==> config.mk <==
export PLATFORM = sky130hd
export DESIGN_NAME = row_router_array
export DESIGN_NICKNAME = d
export VERILOG_FILES = /design/src/rtl/row_router_array.sv
export SDC_FILE = /design/constraint.sdc
export NUM_CORES = 1
export LEC_CHECK = 0
export CAP_MARGIN = 30
export CORE_ASPECT_RATIO = 0.5
export CORE_UTILIZATION = 60
export DETAILED_ROUTE_END_ITERATION = 6
export GPL_ROUTABILITY_DRIVEN = 0
export PLACE_DENSITY = 0.77
export SETUP_SLACK_MARGIN = 0.15
export SLEW_MARGIN = 40
export SYNTH_ARGS = -nofsm -noshare
export SYNTH_HDL_FRONTEND = slang
export SYNTH_SLANG_ARGS = --single-unit
==> constraint.sdc <==
create_clock -name i_clk -period 4.6 [get_ports i_clk]
set_input_delay 0.46 -clock i_clk [delete_from_list [all_inputs] [get_ports i_clk]]
set_output_delay 0.46 -clock i_clk [all_outputs]
set_load 0.05 [all_outputs]
==> src/rtl/row_router_array.sv <==
// row_router_array: multi-lane address-matched beat router with skew padding,
// reader backpressure and aligned all-lane pop with registered output.
module row_router_array #(
  parameter int NUM_ROWS   = 4,
  parameter int DATA_WIDTH = 8,
  parameter int ADDR_WIDTH = 6,
  parameter int FIFO_DEPTH = 16
) (
  input  logic                           i_clk,
  input  logic                           i_rst,
  input  logic                           i_clear,
  input  logic                           i_start,
  input  logic                           i_skew_en,
  input  logic [NUM_ROWS-1:0]            i_addr_wr_en,
  input  logic [NUM_ROWS*ADDR_WIDTH-1:0] i_addr_wr_data,
  output logic [NUM_ROWS-1:0]            o_addr_full,
  input  logic                           i_rd_valid,
  input  logic [ADDR_WIDTH-1:0]          i_rd_addr,
  input  logic [DATA_WIDTH-1:0]          i_rd_data,
  output logic                           o_rd_stall,
  input  logic                           i_pop_en,
  output logic [NUM_ROWS*DATA_WIDTH-1:0] o_data_out,
  output logic                           o_data_valid,
  output logic [NUM_ROWS-1:0]            o_lane_done
);
  localparam int PW = $clog2(FIFO_DEPTH);
  localparam int CW = PW + 1;
  localparam int KW = $clog2(NUM_ROWS) + 1;
  localparam logic [CW-1:0] FULL_C = CW'(FIFO_DEPTH);
  localparam logic [CW-1:0] HOT_C  = CW'(FIFO_DEPTH - 1);
  typedef enum logic [1:0] {IDLE, PAD, ROUTE} state_t;
  logic [NUM_ROWS-1:0]                 d_empty, d_hot;
  logic [NUM_ROWS-1:0][DATA_WIDTH-1:0] d_head;
  logic [NUM_ROWS*DATA_WIDTH-1:0]      data_q;
  logic                                valid_q, pop_acc;
  assign pop_acc      = i_pop_en & ~|d_empty;
  assign o_rd_stall   = |d_hot;
  assign o_data_out   = data_q;
  assign o_data_valid = valid_q;
  for (genvar g = 0; g < NUM_ROWS; g++) begin : g_lane
    state_t                state_q, state_d;
    logic [KW-1:0]         pad_q, pad_d;
    logic [ADDR_WIDTH-1:0] am_q [FIFO_DEPTH];
    logic [DATA_WIDTH-1:0] dm_q [FIFO_DEPTH];
    logic [PW-1:0]         a_rd_q, a_wr_q, d_rd_q, d_wr_q;
    logic [CW-1:0]         a_cnt_q, d_cnt_q;
    logic                  a_push, hit, pad_wr, d_push;
    logic [DATA_WIDTH-1:0] d_wdata;
    assign a_push  = i_addr_wr_en[g] & (a_cnt_q != FULL_C) & ~i_clear;
    assign hit     = (state_q == ROUTE) & i_rd_valid & ~o_rd_stall & (a_cnt_q != '0)
                   & (am_q[a_rd_q] == i_rd_addr) & (d_cnt_q != FULL_C);
    assign pad_wr  = (state_q == PAD) & (d_cnt_q != FULL_C);
    assign d_push  = hit | pad_wr;
    assign d_wdata = hit ? i_rd_data : '0;
    assign o_addr_full[g] = a_cnt_q == FULL_C;
    assign o_lane_done[g] = (state_q == ROUTE) & (a_cnt_q == '0);
    assign d_empty[g]     = d_cnt_q == '0;
    assign d_hot[g]       = d_cnt_q >= HOT_C;
    assign d_head[g]      = dm_q[d_rd_q];
    // Lanes above 0 insert r zero words before routing so columns arrive skewed.
    always_comb begin
      state_d = state_q;
      pad_d   = pad_q;
      if (state_q == IDLE && i_start) begin
        state_d = (i_skew_en && g > 0) ? PAD : ROUTE;
        pad_d   = (i_skew_en && g > 0) ? KW'(g) : '0;
      end else if (pad_wr) begin
        state_d = (pad_q == KW'(1)) ? ROUTE : PAD;
        pad_d   = pad_q - KW'(1);
      end
    end
    always_ff @(posedge i_clk) begin
      if (a_push) am_q[a_wr_q] <= i_addr_wr_data[g*ADDR_WIDTH +: ADDR_WIDTH];
      if (d_push) dm_q[d_wr_q] <= d_wdata;
    end
    always_ff @(posedge i_clk) begin
      if (i_rst || i_clear) begin
        state_q <= IDLE;
        pad_q   <= '0;
        a_rd_q  <= '0;
        a_wr_q  <= '0;
        a_cnt_q <= '0;
        d_rd_q  <= '0;
        d_wr_q  <= '0;
        d_cnt_q <= '0;
      end else begin
        state_q <= state_d;
        pad_q   <= pad_d;
        a_wr_q  <= a_wr_q + PW'(a_push);
        a_rd_q  <= a_rd_q + PW'(hit);
        a_cnt_q <= a_cnt_q + CW'(a_push) - CW'(hit);
        d_wr_q  <= d_wr_q + PW'(d_push);
        d_rd_q  <= d_rd_q + PW'(pop_acc);
        d_cnt_q <= d_cnt_q + CW'(d_push) - CW'(pop_acc);
      end
    end
  end
  always_ff @(posedge i_clk) begin
    if (i_rst || i_clear) begin
      data_q  <= '0;
      valid_q <= 1'b0;
    end else begin
      valid_q <= pop_acc;
      if (pop_acc) data_q <= d_head;
    end
  end
endmodule
==> results of run 1 <==
## final cells by class
type,count,area (sq um),area share
timing repair buffer,198,1750,0.0361
clock inverter,42,594,0.0123
tap,945,1180,0.0244
multi-input combinational,1173,12100,0.249
antenna,1,2.50,0.0000516
clock buffer,123,2520,0.0519
sequential,1053,30100,0.620
inverter,79,297,0.00611
## tightest hold or removal path: stages, from the launching register on
cell and delay (ps):
dfxtp_1 310, nand2_1 50, a21oi_1 50
## cells in the mapped netlist (10+ instances only)
cell / instances / area share
edfxtp_1: 896 / 0.63
mux4_2: 255 / 0.13
nor2_1: 181 / 0.016
dfxtp_1: 157 / 0.073
nand2_1: 133 / 0.012
ha_1: 100 / 0.029
inv_1: 78 / 0.0068
clkbuf_1: 68 / 0.0060
a21oi_1: 65 / 0.0076
and2_1: 58 / 0.0085
xnor2_1: 46 / 0.0094
xor2_1: 43 / 0.0088
nor3_1: 37 / 0.0043
mux2i_1: 36 / 0.0084
buf_1: 29 / 0.0025
nand3_1: 27 / 0.0032
and3_1: 20 / 0.0029
nand2b_1: 17 / 0.0025
buf_2: 16 / 0.0019
nor3b_1: 16 / 0.0028
nor2b_1: 15 / 0.0022
o21ai_0: 13 / 0.0015
nor4_1: 10 / 0.0015
## placed cells by master, fill, tap and decap left out, types with 10 or more instances in the layout
cell and instances:
nor2_2 13, a21oi_1 65, o21ai_0 13, clkdlybuf4s50_1 90, clkbuf_8 10, edfxtp_1 896
nand2b_1 17, bufinv_16 13, nand2_1 133, clkbuf_16 92, nor2b_1 15, xnor2_1 46
and2_1 58, nor2_1 167, ha_1 100, nand3_1 27, mux2i_1 36, mux4_2 255
dfxtp_1 151, buf_4 105, nor3b_1 15, inv_1 77, clkinv_2 14, xor2_1 43
and3_1 20, clkbuf_1 21, nor3_1 32
## power breakdown
| group | switching, mW | total [mW] | leakage (nW) | internal, mW |
|---|---|---|---|---|
| combinational | 0.212 | 0.329 | 4.73 | 0.117 |
| clock | 3.45 | 8.03 | 1.51 | 4.59 |
| sequential | 0.0136 | 10.3 | 9.64 | 10.3 |
## per-stage QoR
stage / area, sq um / setup slack [ps] / util
after CTS: 48500 / 198 / 0.694
after detailed placement: 45300 / 24.8 / 0.650
after global placement: 45300 / 179 / 0.649
after global routing: 48500 / 189 / 0.695
after floorplan: 42800 / 408 / -
final: 48500 / 412 / 0.695
## per-layer routing
| layer | vias up | global-route usage | part of all wire |
|---|---|---|---|
| li1 | 9721 | - | - |
| met1 | 11338 | 0.352 | 0.41 |
| met2 | 861 | 0.425 | 0.50 |
| met3 | 156 | 0.0411 | 0.071 |
| met4 | 0 | 0.0740 | 0.024 |
| met5 | - | 0 | 0 |
## path summary, 6_finish.rpt
path | startpoint | cells after the start | end | slack [ps]
worst max-delay path | g_lane[3].a_rd_q[1] | 17 | g_lane[3].a_cnt_q[4] | 410
worst max register to register | g_lane[3].a_rd_q[1] | 17 | g_lane[3].a_cnt_q[4] | 410
worst min-delay path | o_data_out[7] | 2 | o_data_out[7] | 450
worst min register to register | o_data_out[7] | 2 | o_data_out[7] | 450
## state kept, by name, indices dropped and copies added, names as in the netlist, 16 cells and up
register and count:
g_lane.a_cnt_q 20, g_lane.a_rd_q 16, g_lane.a_wr_q 16, g_lane.am_q 384, g_lane.d_cnt_q 20, g_lane.d_rd_q 16
g_lane.d_wr_q 16, g_lane.dm_q 512, o_data_out 32
## cell families (layout without fill, tap and decap cells)
family / count (synthesis) / after routing / share of synthesized area
flip-flops: 1053 / 1053 / 0.701
AND/OR/NAND/NOR: 566 / 566 / 0.0659
multiplexers: 301 / 301 / 0.148
buffers and inverters: 198 / 442 / 0.0187
AO/OA/AOI/OAI: 109 / 109 / 0.0149
adder cells (fa/ha/maj): 108 / 108 / 0.0329
XOR/XNOR: 89 / 89 / 0.0182
other: 0 / 1 / 0
## what timing repair did
action / 4_1_cts / 5_1_grt
pin swaps: 1 / 2
hold endpoints to repair: 0 / 0
setup buffers: 2 / 3
gates resized for setup: 0 / 1
cloned: 0 / 0
endpoints found under the setup margin: 1 / 3
hold buffers: 0 / 0
==> run summary, run 1 <==
status: completed
drt pass-1 iters: 5
Initial Util: 0.614
Clock Latency Late Sink: 690 ps
core area: 0.0698 sq mm
FILL cells: 4352
fin cells: 3614
crit path time final: 4190 ps
average cell area after synthesis: 17.7 sq um
clock edge transition at the registers on the reported setup and hold paths: 70 ps
WL final: 89600 microns
I/O Pins: 91
skew final: 35.3 ps
WS Path Type: flop to flop
#FFs+latches synth: 1053
CP Max Fanout: 13
Setup TNS: 0 ps
share of layout cells above drive strength 1: 0.209
Peak supply drop: 0.284 mV
CTS tree: yes
Pwr Density: 385 mW/mm^2
fin nets: 2750
Distinct cells, synth: 66
startpoint types: flop
via/cell ratio: 6.11
cell family with most CP delay: buffers and inverters
number of buffers created by CTS: 88
first-pass GRT wire length: 137000 microns
IO buf count: 90
clock tree buffer depth: 3
Post-DP HPWL: 56300 microns
slowest cell on the critical path: mux4_1
DR DRC count: 0
initial antenna violation count: 2
unrepaired setup endpoints after global routing: no
CP peak stage delay: 570 ps
pin count of the biggest net entering global routing: 82
hold slack: 453 ps
Max-slew headroom: 0.411
H-Tree Depth: 3
post-synthesis instance area: 0.0428 sq mm
total global routing overflow: 0
CTS Sinks: 1053
Worst Path Required: 5200 ps
Routed wire per std cell: 24.8 microns
Post-synth EDFFs: 896
Most used DFF post-synth: edfxtp_1
Seq/Total Area, Yosys: 0.701
Cells after DPL: 3443
kind of end point of the critical path: flop
root buffer cell: clkbuf_16
total global-route track usage: 0.254
area delta synth->final: 13.2%
Syn Nets: 2581
vias in the first global route: 22451
HP Class: flop to flop
final setup fails: 0
Mapped Cells: 2424
leakage power: 15.9 nW
Die Width: 380 microns
row cnt: 68
final hold violation count: 0
worst path arrival time: 4790 ps
die area: 0.0725 sq mm
Worst-Margin Slew: 883 ps
Antenna Nets Post-Route: 0
YS warnings: 0
Tot Pwr: 18.7 mW
CP Cell Sequence: buf_4 -> buf_4 -> mux4_1 -> mux2i_1 -> mux2i_1 -> xor2_1 -> nor4_4 -> buf_4 -> buf_4 -> ha_1 -> inv_1 -> ha_1 -> fa_1 -> a21oi_1 -> nor2_1 -> or3_1 -> a21oi_1
DR vias: 22076
Max Clk Rate: 239 MHz
fraction of registers with async set/reset: 0
Max Cap Violations: 0
initial DRC count: 2493
final max-slew violation count: 0
DIE HEIGHT: 191 microns
worst path bufs/invs: 5
cell repeated most along the worst path: buf_4
Final period util: 0.911
(Power assumes the default switching activity.)
==> inputs of run 2 (changes only) <==
Settings changed: ABC_AREA from default to 1.
==> run summary, run 2 <==
Worst-Margin Slew: 870 ps
worst path bufs/invs: 3
number of flip-flops in the largest register: 512
unrepaired setup endpoints after global routing: no
post-CTS setup buffer count: 0
most common cell after layout, fill and taps aside: edfxtp_1
status: completed
WL final: 105000 microns
YS warnings: 0
Finished Cell Area: 0.0501 sq mm
via/cell ratio: 5.73
Post-synth EDFFs: 896
Peak supply drop: 0.276 mV
HP Class: flop to flop
initial antenna violation count: 0
Max Clk Rate: 247 MHz
Worst Path Required: 5160 ps
WS Path Type: flop to flop
first-pass GRT wire length: 163000 microns
CTS tree: yes
Seq/Total Area, Yosys: 0.662
root buffer cell: clkbuf_16
R2R setup slack: 550 ps
area delta synth->final: 10.4%
row cnt: 70
final max-slew violation count: 0
commonest cells after routing, fill and taps aside: edfxtp_1, nand2_1, nor2_1
Tot Pwr: 18.3 mW
#FFs+latches synth: 1053
worst path arrival time: 4600 ps
Clock Latency Late Sink: 690 ps
DR DRC count: 0
CP Cell Sequence: inv_1 -> ha_1 -> nand2_1 -> nand2_1 -> nand2_1 -> nand2_1 -> nor2_1 -> nand2_1 -> nor3_1 -> nand2_1 -> nor2_1 -> nand2_1 -> nor2_4 -> nor2_4 -> ha_1 -> inv_1 -> ha_1 -> inv_1 -> fa_1 -> nor3_1 -> a211oi_1 -> o21ai_0 -> a21oi_1
slowest cell on the critical path: nor3_1
crit path time final: 4050 ps
Initial Util: 0.614
cell repeated most along the worst path: nand2_1
Die Width: 391 microns
core area: 0.0740 sq mm
Syn Nets: 4454
DIE HEIGHT: 197 microns
average cell area after synthesis: 10.6 sq um
leading area contributor after synthesis: edfxtp_1
post-synthesis instance area: 0.0454 sq mm
CP peak stage delay: 450 ps
H-Tree Depth: 3
Max-slew headroom: 0.418
fraction of registers with async set/reset: 0
Max Cap Violations: 0
total global-route track usage: 0.273
fin nets: 4514
Antenna Nets Post-Route: 0
share of the synthesized area in the top cell type: 0.592
Post-DP HPWL: 65300 microns
HP Start: g_lane[0].state_q[0]
Hold Path End: g_lane[0].state_q[0]
die area: 0.0769 sq mm
clock tree buffer depth: 3
pin count of the biggest net entering global routing: 76
final hold violation count: 0
Mapped Cells: 4297
skew final: 27.0 ps
hold slack: 477 ps
Setup TNS: 0 ps
worst r2r src: g_lane[0].d_cnt_q[4]
final setup fails: 0
Most used DFF post-synth: edfxtp_1
total global routing overflow: 0
IO buf count: 90
share of layout cells above drive strength 1: 0.0632
kind of end point of the critical path: flop
DR vias: 31175
Routed wire per std cell: 19.2 microns
Top reg by flops: g_lane.dm_q
Distinct cells, synth: 35
reg2reg end: g_lane[2].d_cnt_q[4]
Final period util: 0.879
Pwr Density: 366 mW/mm^2
vias in the first global route: 29972
startpoint types: flop
CTS Sinks: 1053
CP Max Fanout: 19
Hold Crit Depth: 2
clock edge transition at the registers on the reported setup and hold paths: 70 ps
I/O Pins: 91
leakage power: 18.7 nW
synth cell count leaders: edfxtp_1, nand2_1, nor2_1
synth top area cells: edfxtp_1, dfxtp_1, nand2_1
cell family with most CP delay: simple AND/OR/NAND/NOR gates
drt pass-1 iters: 5
most frequent cell after synthesis: edfxtp_1
placed inst area: 0.0471 sq mm
initial DRC count: 3184
post-route core utilization: 0.677
reg2reg path depth: 23
number of buffers created by CTS: 89
## run 2: changes by cell type after synthesis, moves of 58 or more
cell,before,now
mux4_2,255,0
o21ai_0,13,326
and2_1,58,0
nand2_1,133,757
nand3_1,27,319
inv_1,78,446
o211ai_1,3,95
nor2_1,181,740
## run 2: how the worst max path moves through the flow
stage / start / end / slack (ps) / cells after the start
finish: g_lane[0].d_cnt_q[4] / g_lane[2].d_cnt_q[4] / 550 / 23
global route: g_lane[3].a_rd_q[1] / g_lane[3].d_cnt_q[4] / 170 / 23
CTS: g_lane[0].d_cnt_q[4] / g_lane[3].d_cnt_q[4] / 580 / 23
detailed placement: g_lane[0].d_cnt_q[4] / g_lane[3].d_cnt_q[4] / 620 / 23
global placement: g_lane[0].d_cnt_q[4] / g_lane[2].d_cnt_q[4] / 720 / 23
floorplan: g_lane[0].d_cnt_q[4] / g_lane[2].d_cnt_q[4] / 1150 / 24
## run 2: routing by layer
layer	vias up	GRT usage	wire (microns)
met4	0	0.102	3420
met5	-	0	0
met3	233	0.0520	8610
met2	1353	0.446	50200
li1	14687	-	-
met1	14902	0.367	42400
## run 2: area by class of cell
type                       instances  area (sq um)
inverter                         468          1780
timing repair buffer             155          1420
antenna                            3          7.51
sequential                      1053         30100
clock inverter                    48           488
clock buffer                     119          2450
tap                             1008          1260
multi-input combinational       2590         12700
fill                            5243         23900
## run 2: logic make-up after synthesis
| kind of cell | after synthesis | share of synthesized area |
|---|---|---|
| flip-flops | 1053 | 0.662 |
| AO/OA/AOI/OAI | 578 | 0.0736 |
| adder cells (fa/ha/maj) | 108 | 0.0311 |
| buffers and inverters | 654 | 0.0612 |
| XOR/XNOR | 22 | 0.00424 |
| AND/OR/NAND/NOR | 1882 | 0.168 |
## run 2: report_power, final
group          switching (mW)  internal [mW]  leakage (nW)
sequential             0.0143           10.3          9.09
combinational           0.254          0.103          8.15
clock                    3.47           4.19          1.43
## run 2: worst register-to-register path, cell delays in order (launching register included)
cell and delay, ps:
dfxtp_1 360, inv_1 70, ha_1 180, nand2_1 60
nand2_1 40, nand2_1 50, nand2_1 60, nor2_1 230
nand2_1 210, nor3_1 450, nand2_1 100, nor2_1 110
nand2_1 80, nor2_4 250, nor2_4 190, ha_1 310
inv_1 60, ha_1 150, inv_1 60, fa_1 430
nor3_1 180, a211oi_1 80, o21ai_0 170, a21oi_1 50
## run 2: what timing repair did
action | CTS | global route
setup endpoints to repair | 0 | 1
hold buffers | 0 | 0
gates resized for setup | 0 | 1
## run 2: per-stage QoR
| stage | setup WS [ps] | cells |
|---|---|---|
| after detailed placement | 618 | 5274 |
| after floorplan | 1150 | 4297 |
| after CTS | 584 | 5441 |
| final | 555 | 5444 |
| after global routing | 172 | 5441 |
| after global placement | 715 | 5274 |
